File: config.mk
export PLATFORM = sky130hd
export DESIGN_NAME = serial_subtractor_flat
export DESIGN_NICKNAME = d
export VERILOG_FILES = /design/src/rtl/arith_pkg.sv /design/src/rtl/serial_subtractor_if.sv /design/src/rtl/sub_bit_cell.sv /design/src/rtl/serial_subtractor.sv /design/src/flat_wrapper.sv
export SDC_FILE = /design/constraint.sdc
export NUM_CORES = 1
export LEC_CHECK = 0
export CORE_MARGIN = 2
export CORE_UTILIZATION = 54
export CTS_BUF_LIST = sky130_fd_sc_hd__clkbuf_4 sky130_fd_sc_hd__clkbuf_8 sky130_fd_sc_hd__clkbuf_16
export CTS_CLUSTER_SIZE = 28
export DETAILED_ROUTE_END_ITERATION = 8
export GPL_TIMING_DRIVEN = 0
export PLACE_DENSITY = 0.82
export SLEW_MARGIN = 20
export SYNTH_ARGS = -nofsm -noshare
export SYNTH_HDL_FRONTEND = slang
export SYNTH_SLANG_ARGS = --single-unit
File: constraint.sdc
create_clock -name clk -period 2 [get_ports clk]
set_input_delay 0.5 -clock clk [delete_from_list [all_inputs] [get_ports clk]]
set_output_delay 0.5 -clock clk [all_outputs]
set_load 0.03 [all_outputs]
File: src/rtl/arith_pkg.sv
// Shared arithmetic-unit definitions: FSM state encoding and counter-width helper
// for the bit-serial subtractor.
package arith_pkg;

  typedef logic [1:0] state_t;

  localparam state_t ST_IDLE  = 2'd0;
  localparam state_t ST_SHIFT = 2'd1;
  localparam state_t ST_DONE  = 2'd2;

  // Bit counter only has to reach WIDTH-1; keep at least one bit.
  function automatic int cnt_w(input int w);
    return (w > 2) ? $clog2(w) : 1;
  endfunction

endpackage

File: src/rtl/serial_subtractor_if.sv
// Request/result bundle of the bit-serial subtractor; master = requester,
// slave = the subtractor itself.
interface serial_subtractor_if #(parameter int WIDTH = 8);
  logic             start;
  logic [WIDTH-1:0] a;
  logic [WIDTH-1:0] b;
  logic             ready;
  logic             busy;
  logic             done;
  logic [WIDTH-1:0] diff;
  logic             borrow;
  logic             ovf;

  modport master (output start, a, b,
                  input  ready, busy, done, diff, borrow, ovf);
  modport slave  (input  start, a, b,
                  output ready, busy, done, diff, borrow, ovf);
endinterface

File: src/rtl/sub_bit_cell.sv
// One-bit full-adder cell; the caller feeds the already-inverted subtrahend bit.
module sub_bit_cell (
  input  logic a_i,
  input  logic b_n_i,
  input  logic cin_i,
  output logic s_o,
  output logic cout_o
);
  assign s_o    = a_i ^ b_n_i ^ cin_i;
  assign cout_o = (a_i & b_n_i) | (a_i & cin_i) | (b_n_i & cin_i);
endmodule

File: src/rtl/serial_subtractor.sv
// Bit-serial two's-complement subtractor (diff = a - b, LSB first, a + ~b + 1).
// Define SERIAL_SUB_OVF_EN to build the signed-overflow flag; otherwise ovf is tied to 0.
module serial_subtractor
  import arith_pkg::*;
#(
  parameter int WIDTH = 8
) (
  input logic                clk,
  input logic                rst,
  serial_subtractor_if.slave bus
);
  localparam int CW = cnt_w(WIDTH);

  state_t           state_q, state_d;
  logic [WIDTH-1:0] a_q, b_q, acc_q, diff_q;
  logic [CW-1:0]    cnt_q;
  logic             c_q, borrow_q;
  logic             s, cout, accept, last;

  assign accept = (state_q == ST_IDLE) && bus.start;
  assign last   = (state_q == ST_SHIFT) && (cnt_q == CW'(WIDTH - 1));

  sub_bit_cell u_cell (
    .a_i   (a_q[0]),
    .b_n_i (~b_q[0]),
    .cin_i (c_q),
    .s_o   (s),
    .cout_o(cout)
  );

  always_comb begin
    state_d = state_q;
    case (state_q)
      ST_IDLE:  if (bus.start) state_d = ST_SHIFT;
      ST_SHIFT: if (last) state_d = ST_DONE;
      ST_DONE:  state_d = ST_IDLE;
      default:  state_d = ST_IDLE;
    endcase
  end

  // acc_q collects sum bits; diff_q only updates on DONE entry so the visible
  // result stays stable while the next operation is shifting.
  always_ff @(posedge clk) begin
    if (rst) begin
      state_q  <= ST_IDLE;
      a_q      <= '0;
      b_q      <= '0;
      acc_q    <= '0;
      diff_q   <= '0;
      cnt_q    <= '0;
      c_q      <= 1'b0;
      borrow_q <= 1'b0;
    end else begin
      state_q <= state_d;
      if (accept) begin
        a_q   <= bus.a;
        b_q   <= bus.b;
        acc_q <= '0;
        c_q   <= 1'b1;
        cnt_q <= '0;
      end else if (state_q == ST_SHIFT) begin
        a_q   <= a_q >> 1;
        b_q   <= b_q >> 1;
        acc_q <= {s, acc_q[WIDTH-1:1]};
        c_q   <= cout;
        cnt_q <= cnt_q + 1'b1;
        if (last) begin
          diff_q   <= {s, acc_q[WIDTH-1:1]};
          borrow_q <= ~cout;
        end
      end
    end
  end

  assign bus.ready  = (state_q == ST_IDLE);
  assign bus.busy   = (state_q == ST_SHIFT);
  assign bus.done   = (state_q == ST_DONE);
  assign bus.diff   = diff_q;
  assign bus.borrow = borrow_q;

`ifdef SERIAL_SUB_OVF_EN
  logic a_msb_q, b_msb_q, ovf_q;

  // On the last shift edge s is the result MSB.
  always_ff @(posedge clk) begin
    if (rst) begin
      a_msb_q <= 1'b0;
      b_msb_q <= 1'b0;
      ovf_q   <= 1'b0;
    end else begin
      if (accept) begin
        a_msb_q <= bus.a[WIDTH-1];
        b_msb_q <= bus.b[WIDTH-1];
      end
      if (last) ovf_q <= (a_msb_q ^ b_msb_q) & (a_msb_q ^ s);
    end
  end

  assign bus.ovf = ovf_q;
`else
  assign bus.ovf = 1'b0;
`endif

endmodule
File: src/flat_wrapper.sv
// flat-port wrapper written by rule: the top's interface ports become plain ports
module serial_subtractor_flat import arith_pkg::*;
#(
  parameter int WIDTH = 8
)
  (clk, rst, bus_start, bus_a, bus_b, bus_ready, bus_busy, bus_done, bus_diff, bus_borrow, bus_ovf);
  serial_subtractor_if #(.WIDTH(WIDTH)) bus_i ();
  input logic clk;
  input logic rst;
  input wire logic [$bits(bus_i.start)-1:0] bus_start;
  input wire logic [$bits(bus_i.a)-1:0] bus_a;
  input wire logic [$bits(bus_i.b)-1:0] bus_b;
  output wire logic [$bits(bus_i.ready)-1:0] bus_ready;
  output wire logic [$bits(bus_i.busy)-1:0] bus_busy;
  output wire logic [$bits(bus_i.done)-1:0] bus_done;
  output wire logic [$bits(bus_i.diff)-1:0] bus_diff;
  output wire logic [$bits(bus_i.borrow)-1:0] bus_borrow;
  output wire logic [$bits(bus_i.ovf)-1:0] bus_ovf;
  assign bus_i.start = bus_start;
  assign bus_i.a = bus_a;
  assign bus_i.b = bus_b;
  assign bus_ready = bus_i.ready;
  assign bus_busy = bus_i.busy;
  assign bus_done = bus_i.done;
  assign bus_diff = bus_i.diff;
  assign bus_borrow = bus_i.borrow;
  assign bus_ovf = bus_i.ovf;
  serial_subtractor #(.WIDTH(WIDTH)) u_core (.clk(clk), .rst(rst), .bus(bus_i));
endmodule
==> qor.yml, run 1 <==
sta:
  fmax_mhz: 524
  setup-tns-final_ns: 0
  hold_viol: 0
  period_needed_ns: 1.91
  drv_slew: 0
  skew_ns: 0.00458
  post-route-period-util_pct: 95.5
  fin_ws_ns: 0.0903
  rsz0062_at_grt: "no"
  setup_violations: 0
cells_and_area:
  num_antenna_cells: 0
  drive_gt1_share_pct: 10.9
  final_core_util_pct: 72.9
  layout.nets: 252
  area_delta_synth_final_pct: 26.2
  final_common_cell: "nand2_1"
  fin_area_um2: 2030
  final_cell_mix: "nand2_1 (42), dfxtp_1 (38), a21oi_1 (36), clkdlybuf4s50_1 (27), nor2_1 (19)"
routing:
  drt_iter0_drc: 74
  ant_nets: 0
  post_drt_wl_per_cell_um: 13.2
  drc: 0
  routed_via_density: 5.66
  routed_wl_um: 3440
  vias: 1476
  drtPass1Iterations: 4
grt:
  grt_max_degree: 12
  grt_usage_pct: 22.0
  overflow: 0
  antenna_found_initial: 0
  grt_pass1_vias: 1411
  grt_first_pass_wirelength_um: 5760
floorplanning:
  coreArea_um2: 2780
  die_x_um: 58.5
  dieArea_um2: 3430
  die_height_um: 58.5
  start_util_pct: 57.8
  placementRows: 19
  io_pins: 32
job:
  max_cap_viol_count: 0
clocking:
  path_clk_slew_ns: 0.10
  htreeDepth: 2
  clock_sinks: 38
  cts_tree: "built"
  insertion_delay_ns: 0.34
  postCtsHoldBufs: 0
  post_cts_buffers: 0
  cts_buffer_depth: 2
  numCtsBuffers: 5
  cts.root.buffer_cell: "clkbuf_4"
synth:
  synth_area_leaders: "dfxtp_1 (47%), a21oi_1 (11%), nand2_1 (9.8%)"
  synth_seq_cells: 38
  synth_area_um2: 1610
  ys_warn_count: 0
  syn_area_per_cell_um2: 8.28
  synth_fp_nets: 216
  synth_seq_area_share_pct: 47.4
  syn-instance-count: 194
  synth_cell_types: 27
  synth_largest_area_cell: "dfxtp_1"
  yosysTopAreaCellShare_pct: 47.4
min_path:
  min_from: "u_core.bus.diff[1]"
  holdCritPathClass: "register to register"
critical_path:
  worstPathArrival_ns: 1.41
  crit_path_end: "bus_busy"
  worstPathRequired_ns: 1.50
  r2r_setup_slack_ns: 0.51
  worst_setup_path_start_kind: "register"
  cp_max_fo: 16
  r2r_cells: 5
  r2r-start: "u_core.cnt_q[0]"
  crit_path_end_kind: "output pin"
  setup.worst_path.class: "register to output pin"
  r2r-end: "u_core.bus.diff[7]"
  crit_start: "u_core.state_q[1]"
power_and_ir_drop:
  ir_drop_mv: 0.775
  p_leak_nw: 0.744
  p_per_area_nw_per_um2: 782
placed_design:
  port_buffers: 30
  post-place-ws_ns: -0.269
  place_area_um2: 1950
  dp_hpwl_um: 2440
  routabilityCongestion: 0.819
outcome:
  status: "completed"
[worst max-delay path: stages, from the launching register on]
cell and delay (ns):
dfxtp_1 0.31, buf_4 0.16, nand2b_1 0.16, buf_6 0.15, inv_6 0.13, buf_6 0.15
[cells in the mapped netlist]
library cell / count
nor3b_4: 1
a311oi_1: 1
nand2_1: 42
nand3b_1: 1
nand3_1: 10
nor2_2: 1
ha_1: 2
nor2b_1: 1
fa_1: 1
inv_1: 2
buf_6: 4
conb_1: 1
dfxtp_1: 38
buf_4: 6
nor2_1: 19
inv_4: 1
o221a_2: 2
a31oi_1: 1
or3b_1: 1
clkbuf_1: 2
nand2b_1: 2
buf_2: 3
xnor2_1: 1
buf_1: 2
o21a_1: 1
a21oi_1: 36
a211oi_1: 12
[logic make-up after synthesis]
logic type / count (synthesis) / share of synthesized area (%)
AND/OR/NAND/NOR: 78 / 21.1
AO/OA/AOI/OAI: 53 / 19.6
flip-flops: 38 / 47.4
buffers and inverters: 20 / 8.33
adder cells (fa/ha/maj): 3 / 2.80
XOR/XNOR: 1 / 0.545
other: 1 / 0.233
[per-layer routing]
layer	track usage (%)	part of all wire, %
met1	27.0	43
met4	9.30	2.6
met3	4.62	7.5
met2	37.2	47
met5	0	0
[what timing repair did]
item	CTS	global route
endpoints found under the hold margin	0	0
resized for setup	13	0
endpoints found under the setup margin	3	1
[how the worst min path moves through the flow]
stage | to | slack (ns) | cells past startpoint
2_1_floorplan | u_core.acc_q[1] | 0.44 | 2
5_1_grt | u_core.bus.diff[0] | 0.49 | 2
3_5_place_dp | u_core.a_q[4] | 0.45 | 2
3_3_place_gp | u_core.a_q[3] | 0.44 | 2
6_report | u_core.bus.diff[1] | 0.46 | 2
4_1_cts | u_core.bus.diff[5] | 0.47 | 2
[metrics by stage]
| step | hold slack (ns) | total power (W) | std cells |
|---|---|---|---|
| 2_1_floorplan | 0.436 | 0.000981 | 194 |
| 3_3_place_gp | 0.443 | 0.00106 | 255 |
| 3_5_place_dp | 0.451 | 0.00106 | 255 |
| 4_1_cts | 0.466 | 0.00159 | 262 |
| 5_1_grt | 0.491 | 0.00164 | 261 |
| 6_report | 0.463 | 0.00158 | 261 |
[layout make-up]
| cell class | instances | area, µm² |
|---|---|---|
| Tap cell | 31 | 38.8 |
| Sequential cell | 38 | 761 |
| Clock buffer | 6 | 51.3 |
| Clock inverter | 1 | 30.0 |
| Inverter | 3 | 16.3 |
| Buffer | 16 | 119 |
| Fill cell | 232 | 754 |
| Timing Repair Buffer | 30 | 299 |
| Multi-Input combinational cell | 136 | 712 |
[flip-flops by register name (all words and copies together) (netlist names)]
name / cells
u_core.bus.diff: 8
u_core.b_q: 8
u_core.cnt_q: 3
u_core.state_q: 2
u_core.a_q: 8
u_core.acc_q: 7
u_core.c_q: 1
u_core.bus.borrow: 1
[where the power goes]
| part | switching [W] | internal [W] | leakage [nW] |
|---|---|---|---|
| clock network | 0.000244 | 0.000291 | 0.0443 |
| registers | 0.0000215 | 0.000792 | 0.310 |
| logic | 0.000125 | 0.000111 | 0.390 |
Note: power is estimated with default switching activity, not from simulation.
==> inputs of run 2 (changes only) <==
- CORE_ASPECT_RATIO: not set -> 0.75
==> qor.yml, run 2 (synthesis results as in run 1) <==
outcome:
  status: "completed"
sta:
  tightest_slew_ns: 0.508
  skew_ns: 0.00289  # -0.00170 ns
  period_needed_ns: 1.94  # +0.0271 ns
  setup_violations: 0  # unchanged
  drv_slew: 0  # unchanged
  hold_viol: 0  # unchanged
  fin_ws_ns: 0.0633  # -0.0271 ns
  post-route-period-util_pct: 96.8  # +1.4 points
  relSlewSlack_pct: 66.2
  fmax_mhz: 516  # -1.4%
min_path:
  min_from: "u_core.bus.diff[4]"
  holdCritPathClass: "register to register"
  worstHoldPathCells: 2  # unchanged
  whs_endpoint: "u_core.bus.diff[4]"
critical_path:
  r2r-start: "u_core.cnt_q[0]"
  cpMaxStageDelayCell: "dfxtp_1"
  crit_path_end_kind: "output pin"
  path_common_cell: "buf_6"
  worst_setup_path_start_kind: "register"
  r2r_setup_slack_ns: 0.51  # about the same
  path_cells: "buf_4, nand2b_1, buf_6, inv_6, buf_6, buf_6"
  worstPathRequired_ns: 1.50  # about the same
  setup.worst_path.class: "register to output pin"
  worstPathArrival_ns: 1.44  # +0.03 ns
  r2r-end: "u_core.bus.diff[5]"
  cp_max_fo: 10  # -6
  worst_path_largest_cell_delay_ns: 0.30  # about the same
  crit_start: "u_core.state_q[1]"
  r2r_cells: 5  # unchanged
cells_and_area:
  final_cell_mix: "nand2_1 (42), dfxtp_1 (38), a21oi_1 (36), clkdlybuf4s50_1 (27), nor2_1 (19)"
  fillCellCount: 228  # -1.7%
  area_delta_synth_final_pct: 27.6
  final_common_cell: "nand2_1"
  num_antenna_cells: 0  # unchanged
  layout.nets: 253  # +0.40%
  drive_gt1_share_pct: 11.3  # +0.39 points
  final_core_util_pct: 70.8  # -2.0 points
routing:
  drt_iter0_drc: 91  # +23%
  drc: 0  # unchanged
  vias: 1454  # -1.5%
  ant_nets: 0  # unchanged
  post_drt_wl_per_cell_um: 13.6  # +3.5%
  routed_via_density: 5.41  # -4.4%
  routed_wl_um: 3670  # +6.7%
  drtPass1Iterations: 5  # +1
floorplanning:
  placementRows: 17  # -2
  dieArea_um2: 3430  # +0.12%
  die_height_um: 51.2  # -12%
  die_x_um: 67.0  # +14%
  start_util_pct: 55.5  # -2.2 points
  coreArea_um2: 2890  # +4.0%
  io_pins: 32  # unchanged
power_and_ir_drop:
  p_leak_nw: 0.751  # +0.93%
  p_per_area_nw_per_um2: 765  # -2.2%
  ir_drop_mv: 0.597  # -23%
clocking:
  htreeDepth: 2  # unchanged
  cts.root.buffer_cell: "clkbuf_8"
  numCtsBuffers: 5  # unchanged
  cts_tree: "built"
  cts_buffer_depth: 2  # unchanged
  postCtsHoldBufs: 0  # unchanged
  clock_sinks: 38  # unchanged
  path_clk_slew_ns: 0.07  # -0.03 ns
  insertion_delay_ns: 0.29  # -0.05 ns
placed_design:
  post-place-ws_ns: -0.272  # -0.00268 ns
  routabilityCongestion: 0.779  # -4.8%
  dp_hpwl_um: 2610  # +6.8%
  port_buffers: 30  # unchanged
grt:
  overflow: 0  # unchanged
  grt_pass1_vias: 1282  # -9.1%
  grt_first_pass_wirelength_um: 6070  # +5.3%
  grt_max_degree: 11  # -1
  antenna_found_initial: 0  # unchanged
  grt_usage_pct: 24.5  # +2.5 points
job:
  max_cap_viol_count: 0  # unchanged
## run 2: critical path, delay by kind of cell, from the launching register on
family,cells,cell delay [ns]
buffers and inverters,5,0.67
DFF,1,0.30
and+or+nand+nor,1,0.16
## run 2: stage by stage
step	cell area (µm²)	std cells	power (W)	hold WS, ns	setup TNS, ns
6_report	2050	269	0.00157	0.458	0
5_1_grt	2050	269	0.00162	0.479	-0.0103
4_1_cts	2040	269	0.00157	0.458	0
3_5_place_dp	1950	262	0.00106	0.449	-0.878
3_3_place_gp	1950	262	0.00106	0.442	-0.260
2_1_floorplan	1610	194	0.000981	0.436	0
## run 2: timing repair
item	in CTS	in global routing
buffers inserted	0	0
resized for setup	10	3
endpoints found under the hold margin	0	0
setup endpoints to repair	3	1
cloned	0	0
## run 2: how the worst max path moves through the flow
stage,end,slack [ns],cells after the start
after global routing,bus_busy,-0.01,6
final,bus_busy,0.06,6
after global placement,bus_busy,-0.26,6
after floorplan,bus_busy,0.45,5
after CTS,bus_busy,0.006,6
after detailed placement,bus_busy,-0.27,6
## run 2: final cells by class
| cell class | instances | area (µm²) | share of cell area, % |
|---|---|---|---|
| flip-flops and latches | 38 | 761 | 37.1 |
| multi-input cells | 136 | 712 | 34.7 |
| repair buffers | 30 | 299 | 14.6 |
| plain buffers | 17 | 130 | 6.35 |
| clock buffers | 7 | 83.8 | 4.09 |
| well taps | 38 | 47.5 | 2.32 |
| inverters | 3 | 16.3 | 0.794 |
## run 2: power breakdown
part,switching [W],internal [W],leakage (nW)
logic,0.000128,0.000114,0.396
registers,0.0000216,0.000793,0.310
clock network,0.000244,0.000267,0.0452
## run 2: metal layers
metal  track usage [%]  wire length, µm  vias up
met5                 0                0        -
met4              11.2               95        0
met3              5.95              163        8
met2              38.2             1730       37
met1              32.0             1680      687
li1                  -                -      722
==> inputs of run 3 (changes only) <==
- TNS_END_PERCENT: not set -> 20
==> results of run 3 <==
The final DEF is identical to that of run 2; final timing and power are the same.
